## src/rtl/mips_core_pkg.sv

```systemverilog
// Shared core types: ROB sizing, branch outcome encoding
// and the reorder-buffer entry record.
package mips_core_pkg;

    localparam int ROB_DEPTH      = 16;
    localparam int ROB_DEPTH_BITS = $clog2(ROB_DEPTH);
    localparam int DATA_WIDTH     = 32;

    typedef enum logic {
        NOT_TAKEN = 1'b0,
        TAKEN     = 1'b1
    } branch_outcome_e;

    typedef struct packed {
        logic                  valid;
        logic                  done;
        logic                  is_branch;
        logic                  is_jr;
        logic                  is_store;
        logic [4:0]            dest;
        logic [DATA_WIDTH-1:0] value;
        branch_outcome_e       taken;
        logic [DATA_WIDTH-1:0] target;
    } rob_entry_t;

endpackage

```

## src/rtl/rob_commit_unit.sv

```systemverilog
// Reorder buffer: allocate at dispatch, complete out of order,
// retire one entry per cycle in program order, squash on flush.
module rob_commit_unit
    import mips_core_pkg::*;
(
    input  logic                      clk,
    input  logic                      rst_n,
    input  logic                      alloc_valid,
    input  logic                      alloc_is_branch,
    input  logic                      alloc_is_jr,
    input  logic                      alloc_is_store,
    input  logic [4:0]                alloc_dest,
    output logic                      alloc_ready,
    output logic [ROB_DEPTH_BITS-1:0] alloc_tag,
    input  logic                      cmpl_valid,
    input  logic [ROB_DEPTH_BITS-1:0] cmpl_tag,
    input  logic [DATA_WIDTH-1:0]     cmpl_value,
    input  logic                      cmpl_taken,
    input  logic [DATA_WIDTH-1:0]     cmpl_target,
    input  logic                      commit_stall,
    input  logic                      flush,
    output logic                      wb_valid,
    output logic [4:0]                wb_reg,
    output logic [DATA_WIDTH-1:0]     wb_data,
    output logic                      valid_branch,
    output logic                      branch_outcome,
    output logic                      valid_jump_reg,
    output logic [DATA_WIDTH-1:0]     jump_target,
    output logic                      full,
    output logic                      empty,
    output logic [ROB_DEPTH_BITS:0]   count
);

    localparam int CNT_W = ROB_DEPTH_BITS + 1;
    localparam logic [CNT_W-1:0] DEPTH_CNT = CNT_W'(ROB_DEPTH);

    rob_entry_t                ent_q [ROB_DEPTH];
    logic [ROB_DEPTH_BITS-1:0] head_q, head_d;
    logic [ROB_DEPTH_BITS-1:0] tail_q, tail_d;
    logic [CNT_W-1:0]          count_q, count_d;

    rob_entry_t head_e;
    logic       do_commit;
    logic       do_alloc;
    logic       do_cmpl;

    assign head_e = ent_q[head_q];

    // Status, handshake and retire decision from registered state.
    always_comb begin
        full        = (count_q == DEPTH_CNT);
        empty       = (count_q == '0);
        count       = count_q;
        alloc_ready = !full;
        alloc_tag   = tail_q;
        do_alloc    = alloc_valid & !full;
        do_cmpl     = cmpl_valid & ent_q[cmpl_tag].valid;
        do_commit   = head_e.valid & head_e.done
                    & !(head_e.is_store & commit_stall);
    end

    // Commit event outputs; all zero when nothing retires.
    always_comb begin
        wb_valid       = 1'b0;
        wb_reg         = '0;
        wb_data        = '0;
        valid_branch   = 1'b0;
        branch_outcome = 1'b0;
        valid_jump_reg = 1'b0;
        jump_target    = '0;
        if (do_commit) begin
            wb_valid       = (head_e.dest != 5'd0);
            wb_reg         = head_e.dest;
            wb_data        = head_e.value;
            valid_branch   = head_e.is_branch;
            branch_outcome = head_e.is_branch & (head_e.taken == TAKEN);
            valid_jump_reg = head_e.is_jr;
            jump_target    = head_e.is_jr ? head_e.target : '0;
        end
    end

    // Next pointers/occupancy; flush collapses the ring onto the new head.
    always_comb begin
        head_d  = head_q + ROB_DEPTH_BITS'(do_commit);
        tail_d  = tail_q + ROB_DEPTH_BITS'(do_alloc);
        count_d = count_q + CNT_W'(do_alloc) - CNT_W'(do_commit);
        if (flush) begin
            tail_d  = head_d;
            count_d = '0;
        end
    end

    // Pointer and occupancy registers.
    always_ff @(posedge clk) begin
        if (!rst_n) begin
            head_q  <= '0;
            tail_q  <= '0;
            count_q <= '0;
        end else begin
            head_q  <= head_d;
            tail_q  <= tail_d;
            count_q <= count_d;
        end
    end

    // Entry array: complete, retire and allocate; flush drops all.
    always_ff @(posedge clk) begin
        if (!rst_n) begin
            for (int i = 0; i < ROB_DEPTH; i++) begin
                ent_q[i] <= '0;
            end
        end else if (flush) begin
            for (int i = 0; i < ROB_DEPTH; i++) begin
                ent_q[i].valid <= 1'b0;
            end
        end else begin
            if (do_cmpl) begin
                ent_q[cmpl_tag].done   <= 1'b1;
                ent_q[cmpl_tag].value  <= cmpl_value;
                ent_q[cmpl_tag].taken  <= branch_outcome_e'(cmpl_taken);
                ent_q[cmpl_tag].target <= cmpl_target;
            end
            if (do_commit) begin
                ent_q[head_q].valid <= 1'b0;
            end
            if (do_alloc) begin
                ent_q[tail_q] <= '{
                    valid:     1'b1,
                    done:      1'b0,
                    is_branch: alloc_is_branch,
                    is_jr:     alloc_is_jr,
                    is_store:  alloc_is_store,
                    dest:      alloc_dest,
                    value:     '0,
                    taken:     NOT_TAKEN,
                    target:    '0
                };
            end
        end
    end

endmodule

```

## config.mk

```make
export PLATFORM = sky130hd
export DESIGN_NAME = rob_commit_unit
export DESIGN_NICKNAME = d
export VERILOG_FILES = /design/src/rtl/mips_core_pkg.sv /design/src/rtl/rob_commit_unit.sv
export SDC_FILE = /design/constraint.sdc
export NUM_CORES = 2
export LEC_CHECK = 0
export ABC_AREA = 1
export ABC_CLOCK_PERIOD_IN_PS = 4900
export CELL_PAD_IN_SITES_DETAIL_PLACEMENT = 0
export CELL_PAD_IN_SITES_GLOBAL_PLACEMENT = 1
export CORE_MARGIN = 2
export CORE_UTILIZATION = 30
export CTS_BUF_LIST = sky130_fd_sc_hd__clkbuf_8
export CTS_CLUSTER_SIZE = 30
export DETAILED_ROUTE_END_ITERATION = 16
export PLACE_DENSITY = 0.62
export SETUP_SLACK_MARGIN = 0.15
export SLEW_MARGIN = 20
export SYNTH_ARGS = -nofsm -noshare
export SYNTH_HDL_FRONTEND = slang
export SYNTH_SLANG_ARGS = --single-unit
```

## constraint.sdc

```tcl
create_clock -name clk -period 4.9 [get_ports clk]
set_clock_uncertainty 0.05 [all_clocks]
set_input_delay 1.47 -clock clk [delete_from_list [all_inputs] [get_ports clk]]
set_output_delay 1.47 -clock clk [all_outputs]
set_load 0.1 [all_outputs]
```

==> summary.md <==
| Metric | Value |
|---|---|
| PwrDens | 310 nW/um^2 |
| Overflow left after global routing | 0 |
| Critical Path Stages | 13 |
| Via count | 57600 |
| Final worst setup slack | 0.0171 ns |
| Port Buffers | 167 |
| Num CTS Buffers | 214 |
| CP cell instances | buf_12 > nor2_4 > buf_12 > buf_12 > buf_4 > clkbuf_16 > a22oi_1 > nand2_1 > nand2_1 > nand3_1 > o21ai_1 > nor2_4 > buf_12 |
| Critical Path AT | 3.36 ns |
| Crit path launch | head_q[0] |
| Reg2Reg Setup Slack | 1.32 ns |
| Seq cells post-synth | 1213 |
| Final max-slew violation count | 0 |
| CP max FO | 23 |
| Main combinational cell family by area after synthesis | simple AND/OR/NAND/NOR gates |
| Yosys warnings | 0 |
| Final setup TNS | 0 ns |
| Compound-Gate Fraction of Synth Area | 0.0910 |
| DRT Pass-1 Iters | 6 |
| Clock transition at the registers of the reported paths | 0.06 ns |
| DP Worst Slack | 0.310 ns |
| Filler instances | 18600 |
| Die span in y | 430 um |
| Final worst path period need | 4.88 ns |
| Post-DR wirelength/cell | 29.8 um |
| Via density | 6.04 |
| Clock buffer depth | 3 |
| Critical-path top delay cell | dfxtp_4 |
| Die Width | 430 um |
| HP Class | flip-flop to flip-flop |
| Critical Path End | jump_target[18] |
| CP max stage delay | 0.38 ns |
| Initial Utilization | 0.302 |
| CTS sink count | 1213 |
| Drt initial violations | 6593 |
| RR Startpoint | head_q[0] |
| HPWL after DPL | 142 mm |
| Ports | 168 |
| Synthesized instance count | 7154 |
| Seq/Total Area, Yosys | 0.469 |
| Fmax | 205 MHz |
| CTS tree | yes |
| Synth cell types | 33 |
| Synth Area in Adders | 0.00266 |
| Placed insts | 9047 |
| Syn_area_per_cell | 7.62 sq um |
| Final WL | 284 mm |
| Max VDD drop | 0.225 mV |
| Nature of the critical path endpoint | primary output |
| Post-synth EDFFs | 128 |
| WHS | 0.412 ns |
| Final setup vio count | 0 |
| Design Area, Final | 66200 sq um |
| Row count | 156 |
| XOR/XNOR Fraction of Synth Area | 0.000482 |
| CP Class | flip-flop to primary output |
| DRC violations left | 0 |
| Syn Std Cell Area | 54500 sq um |
| CP top delay family | buffers and inverters |
| Die area | 185000 sq um |
| Hold_buf cts | 0 |
| Hold depth | 2 |
| Antenna viol nets, final | 0 |
| Period utilization | 0.997 |
| Placed cell area | 59300 sq um |
| Synthesized Nets | 7248 |
| CP dominant cell by count | buf_12 |
| Area added between synthesis and finish | 21.5% |
| CP Data Required Time | 3.38 ns |
| Fraction of registers with async set/reset | 0 |
| First-pass GRT wire length | 403 mm |
| Vias in the first global route | 54700 |
| Final cell count without fillers | 9541 |
| Antenna violations before repair | 18 |
| H-tree Lvls | 4 |
| Max-cap violations | 0 |
| Synth Flop Type | dfxtp_1 |
| Max_slew headroom | 0.180 |
| Overall routing resource usage | 0.295 |
| Simple-gate share of the synthesized area | 0.359 |
| Post-synthesis mux area share | 0 |
| P_leak | 28.5 nW |
| CP bufs+invs | 6 |
| Status | finished clean |
| Worst-case reg-to-reg path depth | 23 |
| Worst-skew pair later-pin latency | 0.99 ns |
| Clock root buffer | clkbuf_8 |
| Worst-Margin Slew | 1.23 ns |
| Fin. Hold Viols | 0 |
| RSZ-0062 raised after global routing | true |
| R2R Path End | count[4] |
| Largest net degree at the start of global routing | 111 |
| Core Region | 181000 sq um |
| Crit path launch type | flip-flop |
| Layout cells sized above 1 | 0.128 |
| Gpl congestion | 0.853 |
| Nets | 7089 |
==> sequential cells by signal (all words and copies together), names as in the netlist <==
name and count:
ent_q 1200, count 5, alloc_tag 4, head_q 4
==> placed cells by master (no fill, tap or decap), types with 42 or more instances in the layout <==
master	instances
nand3_1	876
o22ai_1	256
nor2_1	235
nand2_1	1777
buf_12	156
a22oi_1	266
buf_4	161
o21ai_1	66
inv_1	171
dfxtp_1	1082
clkdlybuf4s50_1	93
clkbuf_8	258
o21ai_0	112
nor2_4	84
a21oi_1	42
edfxtp_1	128
nand4_1	1077
==> how the worst min path moves through the flow <==
stage / from / endpoint
CTS: ent_q[4][63] / ent_q[4][63]
global route: ent_q[9][4] / ent_q[9][4]
global placement: ent_q[7][73] / ent_q[7][73]
finish: ent_q[4][57] / ent_q[4][57]
detailed placement: ent_q[7][73] / ent_q[7][73]
floorplan: ent_q[2][73] / ent_q[2][73]
==> what timing repair did <==
item	4_1_cts	5_1_grt
setup endpoints to repair	73	73
gates cloned	29	4
setup buffers	55	15
pin swaps	66	54
resized for setup	288	107
==> cells in the mapped netlist (6+ instances only) <==
master	count	share of area
a21oi_1	46	0.0042
a22oi_1	272	0.037
buf_1	92	0.0063
buf_2	315	0.029
buf_4	28	0.0039
clkbuf_1	433	0.030
dfxtp_1	1085	0.40
edfxtp_1	128	0.071
ha_1	10	0.0023
inv_1	101	0.0070
inv_2	21	0.0014
nand2_1	1801	0.12
nand2_2	6	0.00069
nand3_1	891	0.082
nand3b_1	27	0.0037
nand4_1	1077	0.12
nor2_1	326	0.022
nor2_2	13	0.0015
o21ai_0	203	0.019
o22ai_1	260	0.030
==> worst register-to-register path, delay by kind of cell (launching register included) <==
family	cells	cell delay, ns
flops	1	0.41
compound gates	3	0.28
fa+ha+maj	3	0.91
simple gates	10	0.89
buf+inv	7	0.93
==> through the flow <==
stage,utilization,power (mW)
after floorplan,-,10.7
after global placement,0.328,11.2
after detailed placement,0.328,11.2
after CTS,0.363,20.6
after global routing,0.367,21.0
final,0.367,20.5
==> power by group <==
part | switching [mW] | internal (mW) | total [mW]
Sequential | 0.0169 | 10.1 | 10.1
Combinational | 0.789 | 0.152 | 0.941
Clock | 4.60 | 4.89 | 9.49
Total | 5.40 | 15.1 | 20.5
==> kinds of logic after synthesis <==
logic type,count (synthesis)
fa+ha+maj,11
xor+xnor,3
buf+inv,991
compound gates,787
simple gates,4149
flops,1213
==> layout make-up <==
class	instances	area [sq um]	share of cell area
antenna	15	37.5	0.000567
clock buffer	258	3550	0.0536
clock inverter	119	632	0.00954
inverter	122	559	0.00845
multi-input combinational	4950	25900	0.391
sequential	1213	25600	0.386
tap	2370	2970	0.0448
timing repair buffer	492	7000	0.106
timing repair inverter	2	17.5	0.000265
==> per-layer routing <==
layer | up-vias | global-route usage | wire length [um]
met4 | 10 | 0.158 | 16600
met5 | - | 0 | 61
met1 | 28200 | 0.380 | 114000
met3 | 859 | 0.0659 | 28400
li1 | 25100 | - | -
met2 | 3482 | 0.458 | 125000
(Power assumes the default switching activity.)
